==> src/rtl/jts16_adc_mux.sv <==
// jts16_adc_mux: multi-channel cabinet ADC model that snapshots all inputs on start
// and converts the latched channel after CONV cen ticks, with per-channel transfer modes.
module jts16_adc_mux #(
  parameter int         CH    = 4,
  parameter int         CONV  = 8,
  parameter logic [7:0] OVR_A = 8'h20,
  parameter logic [7:0] OVR_B = 8'hD0,
  parameter logic [7:0] OVR_P = 8'hF0,
  localparam int        CHW   = (CH > 1) ? $clog2(CH) : 1
) (
  input  logic            clk,
  input  logic            rst,
  input  logic            cen,
  input  logic            sel_we,
  input  logic [2:0]      sel_din,
  input  logic            start,
  input  logic [CH*16-1:0] ana,
  input  logic [CH*2-1:0] ch_mode,
  input  logic [CH*2-1:0] ovr_n,
  output logic [7:0]      dout,
  output logic            busy,
  output logic            eoc,
  output logic [CHW-1:0]  ch
);
  localparam int CW = $clog2(CONV + 1);
  typedef enum logic {ST_IDLE, ST_CONV} state_t;
  state_t r_state, w_nstate;
  logic [CH*16-1:0] r_ana;
  logic [CH*2-1:0]  r_mode, r_ovr;
  logic [CHW-1:0]   r_cch, r_ch;
  logic [CW-1:0]    r_cnt;
  logic [7:0]       r_dout, w_res;
  logic             r_eoc, w_load, w_done, w_hit, w_any;
  logic [15:0]      w_v;
  logic [1:0]       w_m, w_o;
  always_ff @(posedge clk or posedge rst)
    if (rst) begin
      r_state <= ST_IDLE;
      r_ana   <= '0;
      r_mode  <= '0;
      r_ovr   <= '0;
      r_cch   <= '0;
      r_ch    <= '0;
      r_cnt   <= '0;
      r_dout  <= 8'hFF;
      r_eoc   <= 1'b0;
    end else begin
      r_state <= w_nstate;
      r_eoc   <= w_done;
      if (sel_we) r_ch <= sel_din[CHW-1:0];
      if (w_load) begin
        r_ana  <= ana;
        r_mode <= ch_mode;
        r_ovr  <= ovr_n;
        r_cch  <= r_ch;
        r_cnt  <= CW'(CONV);
      end else if (r_state == ST_CONV && cen) r_cnt <= r_cnt - 1'b1;
      if (w_done) r_dout <= w_res;
    end
  // start always wins, so a cen in the same cycle is never counted
  always_comb begin
    w_nstate = r_state;
    w_load   = 1'b0;
    w_done   = 1'b0;
    if (start) begin
      w_nstate = ST_CONV;
      w_load   = 1'b1;
    end else if (r_state == ST_CONV && cen && r_cnt == CW'(1)) begin
      w_nstate = ST_IDLE;
      w_done   = 1'b1;
    end
  end
  always_comb begin
    w_v   = '0;
    w_m   = '0;
    w_o   = 2'b11;
    w_hit = 1'b0;
    for (int i = 0; i < CH; i++)
      if (r_cch == CHW'(i)) begin
        w_v   = r_ana[16*i +: 16];
        w_m   = r_mode[2*i +: 2];
        w_o   = r_ovr[2*i +: 2];
        w_hit = 1'b1;
      end
    w_any = ~&w_o;
    w_res = !w_hit ? 8'hFF :
            w_m == 2'd0 ? (!w_o[0] ? OVR_A : !w_o[1] ? OVR_B : w_v[7:0] ^ 8'h80) :
            w_m == 2'd3 ? w_v[15:8] :
            w_any ? OVR_P :
            w_m == 2'd1 ? (w_v[15] ? ~{w_v[14:8], w_v[14]} : 8'h00) :
                          (w_v[15] ? 8'h00 : {w_v[14:8], w_v[14]});
  end
  assign dout = r_dout;
  assign busy = r_state == ST_CONV;
  assign eoc  = r_eoc;
  assign ch   = r_ch;
endmodule

==> config.mk <==
export PLATFORM = sky130hd
export DESIGN_NAME = jts16_adc_mux
export DESIGN_NICKNAME = d
export VERILOG_FILES = /design/src/rtl/jts16_adc_mux.sv
export SDC_FILE = /design/constraint.sdc
export NUM_CORES = 1
export LEC_CHECK = 0
export CAP_MARGIN = 20
export CORE_AREA = 2 2 93 77
export CTS_BUF_LIST = sky130_fd_sc_hd__clkbuf_4
export DETAILED_ROUTE_END_ITERATION = 8
export DIE_AREA = 0 0 95 79
export DONT_BUFFER_PORTS = 1
export PLACE_DENSITY = 0.88
export SLEW_MARGIN = 40
export SYNTH_ARGS = -nofsm -noshare
export SYNTH_HDL_FRONTEND = slang
export SYNTH_SLANG_ARGS = --single-unit
==> constraint.sdc <==
create_clock -name clk -period 6.18 [get_ports clk]
set_input_delay 0.309 -clock clk [delete_from_list [all_inputs] [get_ports clk]]
set_output_delay 0.309 -clock clk [all_outputs]
set_load 0.01 [all_outputs]
* Word level (Yosys, flattened, before mapping)
Index checks and enable logic that the tools add are counted.
** Word-level totals
- Register bits after elaboration :: 98
- Input bits :: 88
- Output and inout bits :: 12
- Logic and storage cells :: 57
** Operators by class
- Add/subtract/negate cells :: 1
- Equality and inequality tests :: 6
- Mux-type cells :: 32
- Bitwise logic cells :: 2
- Reductions and logical operators :: 7
** Operators by type and width (number)
- $mux W8 :: 9
- $mux W16 :: 4
- $mux W2 :: 8
- $mux W1 :: 9
- $mux W4 :: 2
- $not A8 Y8 :: 1
- $eq A2 B2 Y1 const B :: 3
- $eq A2 B1 Y1 const B :: 2
- $eq A4 B1 Y1 const B :: 1
- $logic_not A2 Y1 :: 2
- $reduce_bool A2 Y1 :: 2
- $sub A4 B1 Y4 const B :: 1
- $logic_and A1 B1 Y1 :: 2
- $reduce_and A2 Y1 :: 1
- $not A1 Y1 :: 1

* Logic depth before layout (Yosys ltp)
Gate-level depths: netlist (run 1).
- Depth in word-level cells :: 12
- Mapped depth :: 9
- Gate-level depth less buffers :: 8

* Worst setup path before layout (run 1)
Ideal clock, no wire load.
- Kind :: reg2reg
- Start point :: register r_cch[0]
- End point :: register r_dout[2] (netlist: dout[2])
- Setup time :: 0.081 ns
- Arrival :: 1.810 ns
- Data required time :: 6.099 ns
- Slack :: 4.289 ns
- Cell stages (with the launch flop) :: 8
- Path buffers :: 2
- Period minus slack after synthesis :: 1.891 ns
- Cells stage by stage :: dfrtp_1 > buf_6 > mux4_2 > buf_6 > nor2_8 > nand2_2 > mux2_2 > a211oi_2
** Between the ends
- Cells in the longest elaborated chain, start to end :: 12
- Elaborated cells between the ends (all ways) :: 34
- Classes of those cells :: eq/ne: 5; mux: 25; bitwise: 1; reduce/logical: 3
** RTL lines
- start, declared :: line 30 : logic [CHW-1:0] r_cch, r_ch;
- start signal, assigned :: line 55 : r_cch <= r_ch;
- $logic_not A2 Y1 :: line 79 : if (r_cch == CHW'(i)) begin
- $mux W16 (4 in series) :: line 79
- $not A8 Y8 :: line 90 : w_m == 2'd1 ? (w_v[15] ? ~{w_v[14:8], w_v[14]} : 8'h00) :
- $mux W8 (2 in series) :: line 90
- $mux W8 :: line 89 : w_any ? OVR_P :
- $mux W8 :: line 88 : w_m == 2'd3 ? w_v[15:8] :
- $mux W8 :: line 87 : w_m == 2'd0 ? (!w_o[0] ? OVR_A : !w_o[1] ? OVR_B : w_v[7:0] ^ 8'h80) :
- $mux W8 * :: line 86 : w_res = !w_hit ? 8'hFF :
- end signal, assigned :: line 58 : if (w_done) r_dout <= w_res;
- end, declared :: line 32 : logic [7:0] r_dout, w_res;
Every way passes the cells marked *; elsewhere a longest branch is shown, timed or not.
A chain may end at the register's enable or synchronous reset.

* Final worst setup path (run 1)
- Start point :: register r_cch[0]
- End point :: register r_dout[7] (netlist: dout[7])
The elaborated chain is that of the path after synthesis.

==> results.cfg, run 1 <==
[routing]
antenna_left = 0
viasPerCell = 6.06
drt_iter0_markers = 163
vias = 2783
drc_errors = 0
postRouteWirelength_um = 9670
detail_route.wl_per_cell_um = 21.1
drt_first_pass_iters = 4

[timing]
slew_headroom = 0.600
hold_violations = 0
finalCriticalPeriod_ns = 2.52
fin_crit_sh = 0.408
drv_slew = 0
tightest_slew_ns = 0.600
fin_skew_ns = 0.0120
max_clock_freq_mhz = 396
rsz0062_at_grt = false
fin_setup_tns_ns = 0
setup_viol = 0

[synth]
yosys-top-cells-area = dfrtp_1, mux2_2, mux4_2, dfstp_2, mux4_1
syn_nets = 397
syn_avg_cell_area_um2 = 14.8
yosysWarningCount = 0
yosys.area.top_type = dfrtp_1
synth-seq-cells = 98
synth_ff_type = dfrtp_1
yosysUniqueCellTypes = 35
netlist_area_um2 = 4530
synthArstFlopShare = 1.00
ys_seq_area_frac = 0.543
synth_top_area_frac = 0.497
synth_commonest_cells = dfrtp_1, mux2_2, a21oi_1
yosysMostFrequentCell = dfrtp_1
synthCells = 307
synth-edff-count = 0

[floorplan]
core_um2 = 6660
die_w_um = 95
initial_core_util = 0.681
dieArea_um2 = 7510
rows = 27
fp.dieH_um = 79
io_pins = 100

[layout]
drive_gt1_frac = 0.369
fin_util = 0.807
areaGrowthSynthToFinish_pct = 18.5
num-nets-final = 456
fillers = 372

[clock_network]
cts_made_buffers = 9
cts-resized-gates = 0
h-tree-depth = 3
cts.clk_slew.worst_paths_ns = 0.14
max-clock-path-buffers = 2
cts-root-buf = clkbuf_4
cts_tree = yes
clkLatencyLatePin_ns = 0.43
cts_sinks = 98

[pwr]
peakVddDrop_mv = 0.234
power.leakage_nw = 2.20
p_per_area_nw_per_um2 = 279

[global_routing]
grt_start_max_net_pins = 86
antenna_found_initial = 0
grt_pass1_vias = 2919
overflow = 0
grt_pass1_wl_um = 14400
track_usage = 0.257

[run]
cap_violations = 0

[place]
hpwl_um = 6000
gp_congestion = 0.869
io_buffers = 0

[worst_hold_path]
hold_path.class = in -> reg

[critical_path]
endpoint = dout[7]$_DFFE_PP1P_
r2r-end = dout[7]$_DFFE_PP1P_
startpoint_type = flop
r2r_cells = 5
crit_required_ns = 6.51
arrival_ns = 2.85
rr_startpoint = r_cch[0]$_DFFE_PP0P_
path_max_fanout = 13
crit_start = r_cch[0]$_DFFE_PP0P_
r2r_slack_ns = 3.66
path_class = reg -> reg
end_kind = flop

[status]
outcome = completed
[final cells by class]
| cell class | count | area, µm² | area share |
|---|---|---|---|
| multi-input cells | 185 | 1950 | 0.363 |
| diodes | 1 | 2.50 | 0.000466 |
| well taps | 87 | 109 | 0.0203 |
| clock inverters | 5 | 78.8 | 0.0147 |
| repair buffers | 66 | 659 | 0.123 |
| flip-flops and latches | 98 | 2460 | 0.459 |
| clock buffers | 11 | 82.6 | 0.0154 |
| inverters | 6 | 25.0 | 0.00466 |
[metal layers]
layer,up-vias,part of all wire,global-route usage
met4,0,0.027,0.106
met3,20,0.059,0.0816
li1,1251,-,-
met2,95,0.52,0.419
met5,-,0,0
met1,1417,0.40,0.321
[what timing repair did]
action,in CTS,in global routing
endpoints found under the hold margin,54,44
setup buffers,0,0
hold buffers,22,42
[worst min-delay path by stage]
stage | startpoint | to | depth (start not counted)
6_report | ana[61] | r_ana[61]$_DFFE_PP0P_ | 1
3_3_place_gp | rst | ch[1]$_DFFE_PP0P_ | 1
3_5_place_dp | rst | ch[1]$_DFFE_PP0P_ | 1
4_1_cts | ana[9] | r_ana[9]$_DFFE_PP0P_ | 1
5_1_grt | sel_we | ch[0]$_DFFE_PP0P_ | 1
2_1_floorplan | sel_din[0] | ch[0]$_DFFE_PP0P_ | 1
[cell families (layout without fill, tap and decap cells)]
group	Yosys count	count (layout)	share of synthesized area
flip-flops	98	98	0.543
XOR/XNOR	3	3	0.00580
AND/OR/NAND/NOR	42	42	0.0500
buffers and inverters	24	88	0.0262
other	0	1	0
multiplexers	108	108	0.323
adder cells (fa/ha/maj)	2	2	0.00552
AO/OA/AOI/OAI	30	30	0.0461
[registers in the layout (all words and copies together) (netlist names)]
| name | flops |
|---|---|
| busy | 1 |
| eoc | 1 |
| ch | 2 |
| r_cnt | 4 |
| r_cch | 2 |
| dout | 8 |
| r_ovr | 8 |
| r_mode | 8 |
| r_ana | 64 |
[power breakdown]
| part | leakage, nW | switching (mW) | internal, mW |
|---|---|---|---|
| Clock | 0.0807 | 0.202 | 0.172 |
| Sequential | 1.14 | 0.0804 | 0.741 |
| Combinational | 0.978 | 0.126 | 0.176 |
| Total | 2.20 | 0.408 | 1.09 |
[through the flow]
step                area (µm²)  hold WS [ns]  setup slack [ns]  power (mW)  instances
detailed placement        4560         0.190              3.64        1.10        378
floorplan                 4530         0.461              3.32        1.05        307
global route              5370      0.000876              3.51        1.57        458
global placement          4560         0.184              3.64        1.08        378
CTS                       4940     0.0000237              3.61        1.48        416
finish                    5370        0.0312              3.66        1.50        459
[worst max-delay path, stage by stage, from the launching register on]
cell and delay (ns):
dfrtp_1 0.65, buf_4 0.36, mux4_1 0.69, and2_4 0.25, and3_1 0.17, nor4_1 0.30
[placed cells by master (no fill, tap or decap), drive strengths merged, types with 2 or more instances in the layout]
cell,instances
mux4,20
dfstp,8
bufinv,2
o21ai,4
nand2,9
dlygate4sd3,64
inv,6
a21oi,15
a221o,2
clkinvlp,2
xnor2,2
nor4,2
nor2,15
a211oi,4
clkbuf,11
mux2,88
a311oi,2
nand2b,5
dfrtp,90
and2,3
nand3,2
nor2b,2
buf,2
ha,2
and3,2
Power figures use the tool's default switching activity.
==> run 2: changes to the inputs <==
--- a/config.mk
+++ b/config.mk
@@ -5,13 +5,14 @@
 export SDC_FILE = /design/constraint.sdc
 export NUM_CORES = 1
 export LEC_CHECK = 0
+export ABC_AREA = 1
 export CAP_MARGIN = 20
-export CORE_AREA = 2 2 93 77
+export CORE_AREA = 2 2 99 82
 export CTS_BUF_LIST = sky130_fd_sc_hd__clkbuf_4
 export DETAILED_ROUTE_END_ITERATION = 8
-export DIE_AREA = 0 0 95 79
+export DIE_AREA = 0 0 101 84
 export DONT_BUFFER_PORTS = 1
-export PLACE_DENSITY = 0.88
+export PLACE_DENSITY = 0.82
 export SLEW_MARGIN = 40
 export SYNTH_ARGS = -nofsm -noshare
 export SYNTH_HDL_FRONTEND = slang
==> constraint.sdc (replaced) <==
create_clock -name clk -period 2.35 [get_ports clk]
set_input_delay 0.1175 -clock clk [delete_from_list [all_inputs] [get_ports clk]]
set_output_delay 0.1175 -clock clk [all_outputs]
set_load 0.01 [all_outputs]
==> results.cfg, run 2 <==
[floorplan]
dieArea_um2 = 8480
initial_core_util = 0.631
die_w_um = 101
rows = 29
fp.dieH_um = 84
io_pins = 100
core_um2 = 7620

[global_routing]
grt_pass1_wl_um = 22200
antenna_found_initial = 0
track_usage = 0.339
grt_pass1_vias = 4645
grt_start_max_net_pins = 101
overflow = 0

[synth]
synth-edff-count = 0
synthCells = 613
yosys-top-cells-area = dfrtp_1, nand2_1, o21ai_0, dfstp_2, nand3_1
netlist_area_um2 = 4810
synth_ff_type = dfrtp_1
yosys.area.top_type = dfrtp_1
synth-seq-cells = 98
ys_seq_area_frac = 0.512
syn_nets = 703
yosysUniqueCellTypes = 36
synthArstFlopShare = 1.00
synth_top_area_frac = 0.469
synthSimpleGateAreaFrac = 0.341
yosysWarningCount = 0
synth_xor_area_frac = 0
syn_avg_cell_area_um2 = 7.84
synth_compound_area_frac = 0.0786
yosysMostFrequentCell = nand2_1
synth_top_family_by_area = simple AND/OR/NAND/NOR gates
synth_commonest_cells = nand2_1, dfrtp_1, o21ai_0
muxShareOfSynthArea = 0.00469
synthAdderAreaFrac = 0.00521

[timing]
fin_setup_tns_ns = 0
max_clock_freq_mhz = 490
rsz0062_at_grt = false
fin_skew_ns = 0.0260
hold_violations = 0
setup_slack_ns = 0.310
finalCriticalPeriod_ns = 2.04
hold_ws_ns = 0.0247
slew_headroom = 0.539
tightest_slew_ns = 0.690
setup_viol = 0
drv_slew = 0
fin_crit_sh = 0.868

[layout]
final_cell_mix = nand2_1, dfrtp_1, dlygate4sd3_1
areaGrowthSynthToFinish_pct = 22.4
n_antenna_cell = 0
seq_area_um2 = 2460
drive_gt1_frac = 0.0930
mostFrequentLayoutCell = nand2_1
stdcell_count = 792
largest_reg_flops = 64
top_register = r_ana
multiInputGateArea_um2 = 2060
num-nets-final = 784
fillers = 517

[critical_path]
crit_required_ns = 2.73
path_class = reg -> reg
end_kind = flop
path_max_fanout = 7
arrival_ns = 2.42
startpoint_type = flop

[clock_network]
cts_made_buffers = 9
post_cts_buffers = 0
cts.clk_slew.worst_paths_ns = 0.18
cts_tree = yes
h-tree-depth = 3
max-clock-path-buffers = 2
cts-root-buf = clkbuf_4
cts_sinks = 98
clkLatencyLatePin_ns = 0.47

[pwr]
power_switching_mw = 1.39
power_frac_comb = 0.255
seq_power_share = 0.528
intPower_mw = 2.51
power.leakage_nw = 2.97
power_switching_share = 0.356
pwr-share-clk = 0.217
p_per_area_nw_per_um2 = 662
p_total_mw = 3.89
peakVddDrop_mv = 0.417

[routing]
drc_errors = 0
antenna_left = 0
vias = 4514
postRouteWirelength_um = 13400
drt_first_pass_iters = 6
viasPerCell = 5.70
drt_iter0_markers = 310
detail_route.wl_per_cell_um = 16.9

[place]
io_buffers = 0
gp_congestion = 0.882
dp.cells = 689
place_ws_ns = 0.389
hpwl_um = 8210

[status]
outcome = completed

[worst_hold_path]
hold_path.class = in -> reg

[run]
cap_violations = 0
[run 2: cell count changes after synthesis, moves of 7 or more]
cell,previous run,this run
o21ai_0,2,47
nand2_1,8,304
inv_1,6,29
mux2_2,88,2
mux4_2,14,0
nand3_1,2,29
nand4_1,0,7
[run 2: cells by family (layout without fill, tap and decap cells)]
| kind of cell | Yosys count | in the layout |
|---|---|---|
| AND/OR/NAND/NOR | 378 | 378 |
| adder cells (fa/ha/maj) | 2 | 2 |
| AO/OA/AOI/OAI | 72 | 72 |
| buffers and inverters | 61 | 147 |
| multiplexers | 2 | 2 |
| flip-flops | 98 | 98 |
[run 2: final cells by class]
type,count,share of cell area
Sequential cell,98,0.418
Timing Repair Buffer,96,0.165
Tap cell,93,0.0198
Clock buffer,9,0.0115
Inverter,35,0.0245
Clock inverter,7,0.0104
Multi-Input combinational cell,454,0.351
[run 2: final timing paths]
path / slack [ns] / cells after the start / start / end
max reg2reg: 0.31 / 9 / r_cch[0]$_DFFE_PP0P_ / dout[6]$_DFFE_PP1P_
max in group asynchronous: 1.43 / 3 / rst / r_ana[40]$_DFFE_PP0P_
min in group asynchronous: 0.22 / 2 / rst / r_ana[38]$_DFFE_PP0P_
min reg2reg: 0.49 / 1 / r_cnt[2]$_DFFE_PP0P_ / r_cnt[2]$_DFFE_PP0P_
max: 0.31 / 9 / r_cch[0]$_DFFE_PP0P_ / dout[6]$_DFFE_PP1P_
min: 0.02 / 3 / start / r_ana[62]$_DFFE_PP0P_
[run 2: through the flow]
step | area [µm²] | utilization
final | 5880 | 0.772
after global routing | 5880 | 0.772
after global placement | 4870 | 0.639
after CTS | 5880 | 0.772
after detailed placement | 4870 | 0.639
after floorplan | 4810 | -
[run 2: worst max-delay path, stage by stage, from the launching register on]
cell and delay, ns:
dfrtp_1 0.60, inv_1 0.20, buf_4 0.21, nand3_1 0.12, nand4_1 0.29, nor2_1 0.19
nand2_1 0.06, nand3_1 0.08, nand2_1 0.06, a21oi_1 0.16
[run 2: timing repair]
action,4_1_cts,5_1_grt
endpoints found under the hold margin,119,0
gates resized for setup,0,0
hold buffers,87,0
[run 2: power groups by stage]
stage	Clock, mW	Sequential, mW	Combinational (mW)
detailed placement	0	2.08	0.823
CTS	0.855	2.05	0.966
global route	0.920	2.07	1.12
global placement	0	2.08	0.793
floorplan	0	2.03	0.668
finish	0.846	2.06	0.994
[run 2: routing by layer]
| layer | wire length [µm] | vias up | GRT usage |
|---|---|---|---|
| li1 | - | 2101 | - |
| met1 | 5520 | 2146 | 0.448 |
| met2 | 6390 | 232 | 0.547 |
| met3 | 1140 | 35 | 0.0905 |
| met4 | 351 | 0 | 0.111 |
| met5 | 0 | - | 0 |
